==> config.mk <==
export PLATFORM = sky130hd
export DESIGN_NAME = cp0_regfile
export DESIGN_NICKNAME = d
export VERILOG_FILES = /design/src/rtl/cp0_regfile.sv
export SDC_FILE = /design/constraint.sdc
export NUM_CORES = 1
export LEC_CHECK = 0
export BUFFER_PORTS_ARGS = -buffer_cell sky130_fd_sc_hd__buf_2
export CAP_MARGIN = 10
export CORE_MARGIN = 2
export CORE_UTILIZATION = 33
export DETAILED_ROUTE_END_ITERATION = 7
export GPL_TIMING_DRIVEN = 0
export PLACE_DENSITY_LB_ADDON = 0.25
export SETUP_SLACK_MARGIN = 0.2
export SKIP_CTS_REPAIR_TIMING = 1
export SYNTH_ARGS = -nofsm -noshare
export SYNTH_HDL_FRONTEND = slang
export SYNTH_SLANG_ARGS = --single-unit
==> constraint.sdc <==
create_clock -name clk -period 2.19 [get_ports clk]
set_input_delay 0.3285 -clock clk [delete_from_list [all_inputs] [get_ports clk]]
set_output_delay 0.3285 -clock clk [all_outputs]
set_load 0.01 [all_outputs]
==> src/rtl/cp0_regfile.sv <==
// Coprocessor-0 register file: Status/Cause/EPC/EBase, MMU fault registers,
// MTC0/MFC0 access, exception commit, ERET and the Count/Compare timer.
module cp0_regfile #(
  parameter int COUNT_DIV = 1
) (
  input  logic        clk,
  input  logic        reset,
  input  logic        mtc0_we,
  input  logic [4:0]  cp0_addr,
  input  logic [2:0]  cp0_sel,
  input  logic [31:0] cp0_wdata,
  output logic [31:0] cp0_rdata,
  input  logic        exc_commit,
  input  logic [4:0]  exc_code,
  input  logic [31:0] exc_epc,
  input  logic        exc_bd,
  input  logic        badvaddr_we,
  input  logic [31:0] badvaddr_in,
  input  logic        context_we,
  input  logic [18:0] context_in,
  input  logic        entryhi_we,
  input  logic [18:0] entryhi_in,
  input  logic        eret,
  input  logic [5:0]  hw_int,
  output logic [31:0] status_out,
  output logic [31:0] cause_out,
  output logic [31:0] epc_out,
  output logic [31:0] ebase_out,
  output logic        timer_int
);

  localparam logic [4:0] A_CONTEXT  = 5'd4;
  localparam logic [4:0] A_BADVADDR = 5'd8;
  localparam logic [4:0] A_COUNT    = 5'd9;
  localparam logic [4:0] A_ENTRYHI  = 5'd10;
  localparam logic [4:0] A_COMPARE  = 5'd11;
  localparam logic [4:0] A_STATUS   = 5'd12;
  localparam logic [4:0] A_CAUSE    = 5'd13;
  localparam logic [4:0] A_EPC      = 5'd14;
  localparam logic [4:0] A_EBASE    = 5'd15;

  localparam int PW = (COUNT_DIV > 0) ? COUNT_DIV : 1;

  // Status fields
  logic        bev, erl, exl, ie;
  logic [7:0]  im;
  // Cause fields
  logic        bd, ti, iv;
  logic [5:0]  ip_hw;
  logic [1:0]  ip_sw;
  logic [4:0]  exc_code_q;
  // Other registers
  logic [31:0] epc, badvaddr, count, compare;
  logic [17:0] ebase_hi;
  logic [18:0] entryhi_vpn2, context_vpn2;
  logic [PW-1:0] presc;
  logic        presc_wrap;

  // MTC0 only lands when neither exception nor ERET commits this cycle
  logic mtc0_ok;
  logic wr_status, wr_cause, wr_epc, wr_ebase, wr_count, wr_compare;
  logic wr_entryhi, wr_context;

  assign mtc0_ok    = mtc0_we && !exc_commit && !eret;
  assign wr_status  = mtc0_ok && cp0_addr == A_STATUS  && cp0_sel == 3'd0;
  assign wr_cause   = mtc0_ok && cp0_addr == A_CAUSE   && cp0_sel == 3'd0;
  assign wr_epc     = mtc0_ok && cp0_addr == A_EPC     && cp0_sel == 3'd0;
  assign wr_ebase   = mtc0_ok && cp0_addr == A_EBASE   && cp0_sel == 3'd1;
  assign wr_count   = mtc0_ok && cp0_addr == A_COUNT   && cp0_sel == 3'd0;
  assign wr_compare = mtc0_ok && cp0_addr == A_COMPARE && cp0_sel == 3'd0;
  assign wr_entryhi = mtc0_ok && cp0_addr == A_ENTRYHI && cp0_sel == 3'd0;
  assign wr_context = mtc0_ok && cp0_addr == A_CONTEXT && cp0_sel == 3'd0;

  assign presc_wrap = (COUNT_DIV == 0) ? 1'b1 : (presc == {PW{1'b1}});

  // Architectural state: exception commit > ERET > MTC0
  always_ff @(posedge clk) begin
    if (reset) begin
      bev <= 1'b1; im <= '0; erl <= 1'b1; exl <= 1'b0; ie <= 1'b0;
      bd <= 1'b0; iv <= 1'b0; ip_hw <= '0; ip_sw <= '0; exc_code_q <= '0;
      epc <= '0; badvaddr <= '0; ebase_hi <= '0;
      entryhi_vpn2 <= '0; context_vpn2 <= '0;
    end else begin
      // Hardware interrupt pending bits track the lines with one cycle lag
      ip_hw <= {hw_int[5] | ti, hw_int[4:0]};
      if (exc_commit) begin
        exc_code_q <= exc_code;
        if (!exl) begin
          epc <= exc_epc;
          bd  <= exc_bd;
        end
        exl <= 1'b1;
        if (badvaddr_we) badvaddr     <= badvaddr_in;
        if (context_we)  context_vpn2 <= context_in;
        if (entryhi_we)  entryhi_vpn2 <= entryhi_in;
      end else if (eret) begin
        if (erl) erl <= 1'b0;
        else     exl <= 1'b0;
      end else begin
        if (wr_status) begin
          bev <= cp0_wdata[22];
          im  <= cp0_wdata[15:8];
          erl <= cp0_wdata[2];
          exl <= cp0_wdata[1];
          ie  <= cp0_wdata[0];
        end
        if (wr_cause) begin
          iv    <= cp0_wdata[23];
          ip_sw <= cp0_wdata[9:8];
        end
        if (wr_epc)     epc          <= cp0_wdata;
        if (wr_ebase)   ebase_hi     <= cp0_wdata[29:12];
        if (wr_entryhi) entryhi_vpn2 <= cp0_wdata[31:13];
        if (wr_context) context_vpn2 <= cp0_wdata[22:4];
      end
    end
  end

  // Count/Compare timer; a Compare write clears TI and beats a same-cycle match
  always_ff @(posedge clk) begin
    if (reset) begin
      count <= '0; compare <= '0; presc <= '0; ti <= 1'b0;
    end else begin
      if (wr_count) begin
        count <= cp0_wdata;
        presc <= '0;
      end else begin
        presc <= presc + 1'b1;
        if (presc_wrap) count <= count + 32'd1;
      end
      if (wr_compare) begin
        compare <= cp0_wdata;
        ti      <= 1'b0;
      end else if (count == compare && compare != 32'd0) begin
        ti <= 1'b1;
      end
    end
  end

  assign status_out = {9'b0, bev, 6'b0, im, 5'b0, erl, exl, ie};
  assign cause_out  = {bd, ti, 6'b0, iv, 7'b0, ip_hw, ip_sw, 1'b0, exc_code_q, 2'b0};
  assign epc_out    = epc;
  assign ebase_out  = {2'b10, ebase_hi, 12'b0};
  assign timer_int  = ti;

  // MFC0 read mux; unimplemented registers read as zero
  always_comb begin
    cp0_rdata = '0;
    if (cp0_sel == 3'd0) begin
      case (cp0_addr)
        A_CONTEXT:  cp0_rdata = {9'b0, context_vpn2, 4'b0};
        A_BADVADDR: cp0_rdata = badvaddr;
        A_COUNT:    cp0_rdata = count;
        A_ENTRYHI:  cp0_rdata = {entryhi_vpn2, 13'b0};
        A_COMPARE:  cp0_rdata = compare;
        A_STATUS:   cp0_rdata = status_out;
        A_CAUSE:    cp0_rdata = cause_out;
        A_EPC:      cp0_rdata = epc;
        default:    cp0_rdata = '0;
      endcase
    end else if (cp0_sel == 3'd1 && cp0_addr == A_EBASE) begin
      cp0_rdata = ebase_out;
    end
  end

endmodule

==> metrics.md <==
| Metric | Value |
|---|---|
| Routed vias | `approximately 12000` |
| Routability congestion estimate | `a little under 1` |
| Full die area | `~34000 um^2` |
| Combined global-route utilization of all metal layers | `between 20% and 30%` |
| HP Class | `in -> reg` |
| Initial DRT Pass Iterations | `5` |
| Setup repair after global routing missed its margin | `true` |
| Clock transition at the register clock pins on the worst setup and hold paths after CTS | `~60 ps` |
| Clock sinks | `~210` |
| Number of warning messages in the yosys log | `0` |
| Clock root buffer | `sky130_fd_sc_hd__clkbuf_16` |
| Max-cap violations | `0` |
| Number of global-route vias before repair | `around 11000` |
| Worst setup startpoint | `cp0_addr[2]` |
| Initial antenna violation count | `2` |
| Portion of synthesized cell area occupied by the leading cell type | `about 39%` |
| Result of the run | `finished with violations` |
| Most common cell in the netlist | `sky130_fd_sc_hd__dfxtp_1` |
| Final number of hold-violating endpoints | `6` |
| H-tree depth | `1` |
| Peak fanout along the critical path | `7` |
| Quantity of I/O buffers inserted on ports | `270` |
| Count of mapped cells out of synthesis | `between 1000 and 1500` |
| Total of endpoints with negative setup slack in the final report | `27` |
| Setup TNS after final layout | `-1116 ps` |
| Clock latency reported for the late side of the worst-skew pair | `around 550 ps` |
| Critical Path End Type | `output port` |
| Die Wd | `~190 um` |
| Final Skew | `19.08 ps` |
| Wire length per cell after detailed routing | `roughly 24 um` |
| Worst IR drop on VDD | `around 0.00053 V` |
| Data required time at the worst endpoint | `~1900 ps` |
| Final Max Tran Viols | `0` |
| GRT Residual Overflow | `0` |
| Netlist Area Pre-Place | `approximately 11000 um^2` |
| Pwr dens | `between 600 and 700 nW/um^2` |
| Distinct cells, synth | `56` |
| Number of DRC markers after the initial detailed-route iteration | `approximately 1400` |
| Max Buffers Root-to-Sink | `3` |
| Static Leak | `approximately 6.1 nW` |
| Initial core utilization | `between 30% and 40%` |
| Clock period minus worst slack | `between 2000 and 2500 ps` |
| Fraction of layout cells with a size suffix above 1 | `32.88%` |
| Mapped Avg Cell Area | `roughly 8.1 um^2` |
| Fin Hold WS | `-16.53 ps` |
| Worst reg2reg startpoint | `count[8]$_SDFFE_PP0P_` |
| Yosys reg bits | `about 210` |
| Largest net degree at the start of global routing | `14` |
| Number of enable flip-flop cells after synthesis | `0` |
| Part of the cycle the worst path needs | `103.4%` |
| # rows | `between 60 and 70` |
| Library cell occupying the most area in the post-synthesis netlist | `sky130_fd_sc_hd__dfxtp_1` |
| DPL Wire Length | `approximately 39000 um` |
| Area inside the core boundary | `32540 um^2` |
| Critical hold path startpoint | `hw_int[1]` |
| Sequential share of the synthesized area | `39.13%` |
| Aggregate routed wire length | `about 53000 um` |
| Top post-synthesis cells by area | `sky130_fd_sc_hd__dfxtp_1 (39%), sky130_fd_sc_hd__a21oi_1 (7.5%), sky130_fd_sc_hd__nand2_1 (7.0%)` |
| Boundary pin count | `roughly 320` |
| CTS tree | `yes` |
| Top cell types by occurrence after synthesis | `sky130_fd_sc_hd__dfxtp_1 (213), sky130_fd_sc_hd__nand2_1 (202), sky130_fd_sc_hd__a21oi_1 (164), sky130_fd_sc_hd__nor2_1 (119), sky130_fd_sc_hd__a211oi_1 (87)` |
| Number of CTS-inserted buffers | `26` |
| Layout overhead on the synthesized area | `37.93%` |
| Global-route wire length before repair | `between 70000 and 80000 um` |
| Highest attainable clock frequency | `between 0.4 and 0.5 GHz` |
| Ys flop type | `sky130_fd_sc_hd__dfxtp_1` |
| Max-Slew Margin vs Limit | `about two fifths` |
| Arrival @ worst endpoint | `1940 ps` |
| Final #Nets | `between 1500 and 2000` |
| Share of synthesized registers carrying an async set or reset | `0%` |
| Die H | `roughly 190 um` |
| Vias per inst | `approximately 5.6` |
| Residual DRC | `0` |
| Failing checks | `hold timing, setup timing` |
| PnR worst setup slack | `-74.83 ps` |
| Residual antenna-violating net count after detailed routing | `0` |
| Post-route core utilization | `a little under half` |
| Setup Crit Path Kind | `in -> out` |
| Transition at the pin with the smallest max-transition slack | `approximately 930 ps` |
| Critical Path Start Type | `input pin` |
[layout make-up]
cell class,count,area (um^2)
antenna,2,5.005
buffer,174,1262
clock buffer,34,742.0
clock inverter,13,177.7
fill,3353,17500
inverter,2,7.507
multi-input combinational,1008,6187
sequential,213,4279
tap,442,553.0
timing repair buffer,311,1818
[power breakdown]
| group | total (mW) | switching (mW) | leakage (nW) | internal (mW) |
|---|---|---|---|---|
| Clock | 4.71 | 1.86 | 0.438 | 2.85 |
| Sequential | 4.15 | 0.130 | 1.74 | 4.02 |
| Combinational | 1.25 | 0.759 | 3.95 | 0.489 |
| Total | 10.1 | 2.75 | 6.13 | 7.36 |
[worst max-delay path, stage by stage]
cell,delay (ps)
sky130_fd_sc_hd__buf_12,110
sky130_fd_sc_hd__nand3b_1,180
sky130_fd_sc_hd__buf_6,140
sky130_fd_sc_hd__nor3_4,40
sky130_fd_sc_hd__buf_12,140
sky130_fd_sc_hd__a222oi_1,400
sky130_fd_sc_hd__nand3_2,190
sky130_fd_sc_hd__a22o_4,280
sky130_fd_sc_hd__buf_6,120
[path summary, 6_finish.rpt]
kind                                    end  slack, ps  cells past startpoint
setup reg to reg     count[22]$_SDFFE_PP0P_        260                      7
hold / removal          ip_hw[1]$_SDFF_PP0_        -20                      2
hold reg to reg   badvaddr[30]$_SDFFE_PP0P_        450                      2
setup / recovery              cp0_rdata[12]        -70                      9
[flip-flops by register name, summed over array words and instances (netlist names)]
name / flops
compare: 32
count: 32
timer_int: 1
badvaddr: 32
context_vpn2: 19
ie: 1
bev: 1
exc_code_q: 5
entryhi_vpn2: 19
erl: 1
ebase_hi: 18
ip_sw: 2
epc_out: 32
bd: 1
iv: 1
ip_hw: 6
exl: 1
presc: 1
im: 8
[kinds of logic (layout without fill, tap and decap cells)]
| group | after synthesis | after routing | share of synthesized area, % |
|---|---|---|---|
| and+or+nand+nor | 499 | 499 | 21.87 |
| AOI/OAI and AO/OA | 393 | 393 | 24.23 |
| DFF | 213 | 213 | 39.13 |
| buffers and inverters | 176 | 534 | 9.254 |
| xor gates and xnor gates | 55 | 55 | 4.420 |
| muxes | 10 | 10 | 0.9185 |
| other | 2 | 52 | 0.06891 |
| adders and majority gates | 1 | 1 | 0.1148 |
[stage by stage]
step,area [um^2],total power [mW],std cells,setup WS (ps),hold slack (ps)
floorplan,11080,4.793,1397,208.3,431.9
global placement,12990,5.337,2109,-1316,442.3
detailed placement,13000,5.351,2110,-829.3,446.2
CTS,13920,9.973,2157,-836.4,-16.30
global route,15030,10.35,2198,-132.7,3.792
finish,15030,10.10,2199,-74.83,-16.53
[cell usage in the layout, fill, tap and decap left out, drive strengths merged, types with 14 or more instances in the layout]
cell,synthesis,routed
nand2,202,202
nand4,22,22
a211oi,101,101
dfxtp,213,213
a22o,17,17
a31oi,14,14
conb,2,50
a22oi,71,71
and3,21,21
nor2b,37,37
xnor2,42,42
nand3,39,39
a21oi,164,164
buf,118,428
clkbuf,56,91
nor2,121,121
nor4,22,22
[per-layer routing]
metal | GRT usage, % | up-vias | share of wire, %
met3 | 5.537 | 122 | 11
met1 | 39.33 | 5855 | 41
li1 | - | 5511 | -
met5 | 0 | - | 0
met4 | 11.12 | 0 | 4.2
met2 | 44.88 | 763 | 44
Power figures use the tool's default switching activity.
